**src/rtl/icache_refill.sv**
```systemverilog
// Instruction-cache line refill engine: issues one line read on a miss and streams the
// returned 64-bit beats into the cache. ICACHE_REFILL_CRITICAL_FIRST_EN selects critical-word-first ordering.
module icache_refill #(
  parameter int LINE_WORDS = 2
) (
  input  logic        clk,
  input  logic        reset,
  input  logic        miss_req,
  input  logic [31:0] miss_addr,
  output logic        mem_req_valid,
  input  logic        mem_req_ready,
  output logic [31:0] mem_req_addr,
  input  logic        mem_resp_valid,
  input  logic [63:0] mem_resp_data,
  output logic        write_ff,
  output logic [31:0] write_addr_ff,
  output logic [63:0] write_data_ff,
  output logic        refill_busy,
  output logic        refill_done
);

  localparam int CW = (LINE_WORDS > 1) ? $clog2(LINE_WORDS) : 1;

  typedef enum logic [1:0] {IDLE, REQ, FILL, DONE} state_t;

  state_t        state;
  logic [CW-1:0] beat;
  logic          word_idx;
  logic [31:0]   req_addr_next;
  logic          unused_addr_bits;

`ifdef ICACHE_REFILL_CRITICAL_FIRST_EN
  // The request address keeps the missed word in bit 3, so beats start there and wrap.
  assign req_addr_next    = {miss_addr[31:3], 3'b000};
  assign word_idx         = mem_req_addr[3] ^ beat[0];
  assign unused_addr_bits = ^miss_addr[2:0];
`else
  assign req_addr_next    = {miss_addr[31:4], 4'b0000};
  assign word_idx         = beat[0];
  assign unused_addr_bits = ^miss_addr[3:0];
`endif

  // NOTE: all state and outputs use non-blocking assignments so every register
  // samples pre-edge values; blocking here would create order-dependent races.
  always_ff @(posedge clk) begin
    if (reset) begin
      state         <= IDLE;
      beat          <= '0;
      mem_req_valid <= 1'b0;
      mem_req_addr  <= '0;
      write_ff      <= 1'b0;
      write_addr_ff <= '0;
      write_data_ff <= '0;
      refill_busy   <= 1'b0;
      refill_done   <= 1'b0;
    end else begin
      // Strobes default low so each assertion below lasts exactly one cycle.
      write_ff    <= 1'b0;
      refill_done <= 1'b0;
      case (state)
        IDLE: begin
          if (miss_req) begin
            mem_req_addr  <= req_addr_next;
            mem_req_valid <= 1'b1;
            refill_busy   <= 1'b1;
            state         <= REQ;
          end
        end
        REQ: begin
          if (mem_req_ready) begin
            mem_req_valid <= 1'b0;
            beat          <= '0;
            state         <= FILL;
          end
        end
        FILL: begin
          if (mem_resp_valid) begin
            write_ff      <= 1'b1;
            write_addr_ff <= {mem_req_addr[31:4], word_idx, 3'b000};
            write_data_ff <= mem_resp_data;
            beat          <= beat + CW'(1);
            if (beat == CW'(LINE_WORDS - 1)) state <= DONE;
          end
        end
        DONE: begin
          refill_done <= 1'b1;
          refill_busy <= 1'b0;
          state       <= IDLE;
        end
        default: state <= IDLE;
      endcase
    end
  end

endmodule
```
**config.mk**
```make
export PLATFORM = sky130hd
export DESIGN_NAME = icache_refill
export DESIGN_NICKNAME = d
export VERILOG_FILES = /design/src/rtl/icache_refill.sv
export SDC_FILE = /design/constraint.sdc
export NUM_CORES = 1
export LEC_CHECK = 0
export CORE_ASPECT_RATIO = 1.4
export CORE_MARGIN = 2
export CORE_UTILIZATION = 40
export DETAILED_ROUTE_END_ITERATION = 6
export MAX_ROUTING_LAYER = met4
export PLACE_DENSITY = 0.81
export SYNTH_ARGS = -nofsm -noshare
export SYNTH_HDL_FRONTEND = slang
export SYNTH_SLANG_ARGS = --single-unit
```
**constraint.sdc**
```tcl
create_clock -name clk -period 2 [get_ports clk]
set_input_delay 0.4 -clock clk [delete_from_list [all_inputs] [get_ports clk]]
set_output_delay 0.4 -clock clk [all_outputs]
set_load 0.01 [all_outputs]
```
==> insert_results.sql, run 1 <==
INSERT INTO impl_metrics (metric_group, metric, value, unit) VALUES
('run_status', 'run_status', 'finished, final reports clean', ''),
('critical_path', 'timing.critical_path.from', 'mem_req_addr[23]', ''),
('layout', 'layout_common_cells', 'sky130_fd_sc_hd__nand2_1 (243), sky130_fd_sc_hd__clkdlybuf4s50_1 (220), sky130_fd_sc_hd__dfxtp_1 (128)', ''),
('sta', 'hold_viol', '0', ''),
('placed_design', 'port_buffers', '221', ''),
('floorplanning', 'floorplan.initialDensity', '40.6', '%'),
('clock_tree', 'cts.repair.resized', '0', ''),
('clock_tree', 'worst_skew_pair.late_latency', '410', 'ps'),
('sta', 'timing.final.crit_share', '87.5', '%'),
('detailed_routing', 'wirelength', '14000', 'µm'),
('yosys', 'sequential_area_share_after_synthesis', '53.9', '%'),
('sta', 'holdWs', '416', 'ps'),
('sta', 'finalSetupViolCount', '0', ''),
('global_route', 'grt_first_pass_wirelength', '21600', 'µm'),
('yosys', 'post_synth_main_area_contributors', 'sky130_fd_sc_hd__dfxtp_1 (54%), sky130_fd_sc_hd__nand2_1 (19%), sky130_fd_sc_hd__a21oi_1 (12%)', ''),
('critical_path', 'critPathMaxStageDelay', '590', 'ps'),
('sta', 'min_period', '1750', 'ps'),
('yosys', 'yosys_reg_bits', '128', ''),
('placed_design', 'gp_congestion', '0.811', ''),
('detailed_routing', 'met2RoutedLength', '7390', 'µm'),
('yosys', 'yosysWarningCount', '0', ''),
('yosys', 'avgSynthCellArea', '8.16', 'µm²'),
('power_and_ir_drop', 'power.density', '1140', 'mW/mm²'),
('clock_tree', 'clk_transition_reported_paths', '60', 'ps'),
('layout', 'post_layout_nets', '900', ''),
('detailed_routing', 'met1_wl', '5390', 'µm'),
('clock_tree', 'ctsHoldBuffers', '0', ''),
('global_route', 'first_global_vias', '4454', ''),
('yosys', 'synthCells', '583', ''),
('critical_path', 'critical_path_peak_fanout', '3', ''),
('clock_tree', 'clock_tree.htree_level_count', '4', ''),
('critical_path', 'timing.critical_path.max_delay_family', 'buffers and inverters', ''),
('placed_design', 'placement_stage_cell_area', '0.00707', 'mm²'),
('sta', 'timing.clock.skew', '7.61', 'ps'),
('floorplanning', 'vertical_extent_of_the_die', '133', 'µm'),
('yosys', 'synth_top_cell_by_area', 'sky130_fd_sc_hd__dfxtp_1', ''),
('critical_path', 'slowest_stage_cell_on_the_critical_path', 'sky130_fd_sc_hd__clkdlybuf4s50_1', ''),
('sta', 'grt_setup_unrepaired', 'false', ''),
('critical_path', 'critical_path_class', 'reg2out', ''),
('clock_tree', 'tritoncts', 'built', ''),
('global_route', 'grt_antenna_before_repair', '0', ''),
('clock_tree', 'ctsRootBufferMaster', 'sky130_fd_sc_hd__clkbuf_16', ''),
('floorplanning', 'die_area', '0.0128', 'mm²'),
('detailed_routing', 'routedWlPerCell', '14.7', 'µm'),
('global_route', 'grt_max_degree', '52', ''),
('placed_design', 'numPlacedInstances', '921', ''),
('sta', 'slew_violations', '0', ''),
('detailed_routing', 'post_drt_via_cell_ratio', '4.83', ''),
('layout', 'area_growth', '63.0', '%'),
('layout', 'final_cell_count_no_fill', '953', ''),
('layout', 'final_design_area_no_fill', '0.00775', 'mm²'),
('critical_path', 'r2r_start', 'state[0]', ''),
('critical_path', 'worstPathArrival', '1350', 'ps'),
('floorplanning', 'chipWidth', '96.1', 'µm'),
('worst_hold_path', 'worst_hold_class', 'in2reg', ''),
('sta', 'postLayoutSetupSlackWorst', '250', 'ps'),
('floorplanning', 'io_pins', '233', ''),
('critical_path', 'slack_of_the_worst_reg_to_reg_path', '370', 'ps'),
('yosys', 'mappedNetlistArea', '0.00475', 'mm²'),
('placed_design', 'detailed_place_hpwl', '9930', 'µm'),
('detailed_routing', 'first_iter_violations', '217', ''),
('critical_path', 'cp.buffers_inverters', '1', ''),
('sta', 'fmax', '571', 'MHz'),
('critical_path', 'ff2ff_path_depth', '5', ''),
('floorplanning', 'area_of_the_placeable_core', '0.0117', 'mm²'),
('detailed_routing', 'final_routed_drc_violation_total', '0', ''),
('layout', 'total_area_of_multi_input_combinational_cells', '0.00190', 'mm²'),
('power_and_ir_drop', 'ir_drop', '606', 'µV'),
('layout', 'area.sequential', '0.00256', 'mm²'),
('yosys', 'synthDistinctLibCells', '29', ''),
('detailed_routing', 'drt-pass1-iter-count', '7', '');
registers in the layout, summed over array words and instances, names as in the netlist, 2 cells and up:
register and flops:
state 2, write_addr_ff 29, write_data_ff 64, mem_req_addr 28
synthesized netlist by cell type (all sizes together):
cell type	n
nand2b	8
ha	6
nand3	1
nor2b	5
mux2i	2
nand2	245
conb	1
and2	2
a21oi	124
buf	39
or2	1
nor2	3
o21ai	3
dfxtp	128
nor4	2
and3	1
inv	3
o21bai	1
clkbuf	7
o21a	1
how the worst min path moves through the flow:
stage | from | endpoint | slack (ps) | cells after the start
6_report | reset | refill_done | 420 | 2
3_5_place_dp | write_data_ff[15] | write_data_ff[15] | 450 | 2
3_3_place_gp | write_data_ff[1] | write_data_ff[1] | 440 | 2
4_1_cts | reset | refill_done | 410 | 2
2_1_floorplan | beat | write_addr_ff[3] | 460 | 2
5_1_grt | reset | refill_done | 430 | 2
per-layer routing:
layer	GRT usage [%]	vias to the layer above
met2	38.2	178
met1	23.7	2120
met5	-	-
li1	-	2274
met3	4.95	34
met4	10.7	0
metrics by stage:
stage / total power [mW] / util (%)
floorplan: 4.35 / -
global placement: 5.35 / 60.4
detailed placement: 5.43 / 60.4
CTS: 8.94 / 66.2
global route: 9.27 / 66.2
finish: 8.86 / 66.2
cell type report:
| cell class | instances | area share (%) |
|---|---|---|
| clock inverter | 11 | 2.58 |
| inverter | 3 | 0.145 |
| clock buffer | 21 | 6.20 |
| tap | 147 | 2.37 |
| timing repair buffer | 231 | 31.1 |
| multi-input combinational | 412 | 24.5 |
| sequential | 128 | 33.1 |
report_power, final:
group / total (mW) / internal (mW) / leakage [nW] / switching (mW)
Sequential: 3.07 / 2.86 / 1.04 / 0.204
Combinational: 2.30 / 1.16 / 1.38 / 1.14
Clock: 3.49 / 2.36 / 0.326 / 1.13
Total: 8.86 / 6.38 / 2.74 / 2.48
cell families (layout without fill, tap and decap cells):
kind of cell | after synthesis | after routing | synth area share (%)
AOI/OAI and AO/OA | 129 | 129 | 14.5
adders and majority gates | 6 | 6 | 1.58
buffers and inverters | 49 | 266 | 6.74
DFF | 128 | 128 | 53.9
muxes | 2 | 2 | 0.421
other | 1 | 7 | 0.0789
and+or+nand+nor | 268 | 268 | 22.8
(Power assumes the default switching activity.)
==> inputs of run 2 (changes only) <==
--- a/config.mk
+++ b/config.mk
@@ -9,6 +9,7 @@
 export CORE_MARGIN = 2
 export CORE_UTILIZATION = 40
 export DETAILED_ROUTE_END_ITERATION = 6
+export HOLD_SLACK_MARGIN = 0.05
 export MAX_ROUTING_LAYER = met4
 export PLACE_DENSITY = 0.81
 export SYNTH_ARGS = -nofsm -noshare
==> results of run 2 <==
No change in the layout: final DEF, timing and power equal those of run 1.
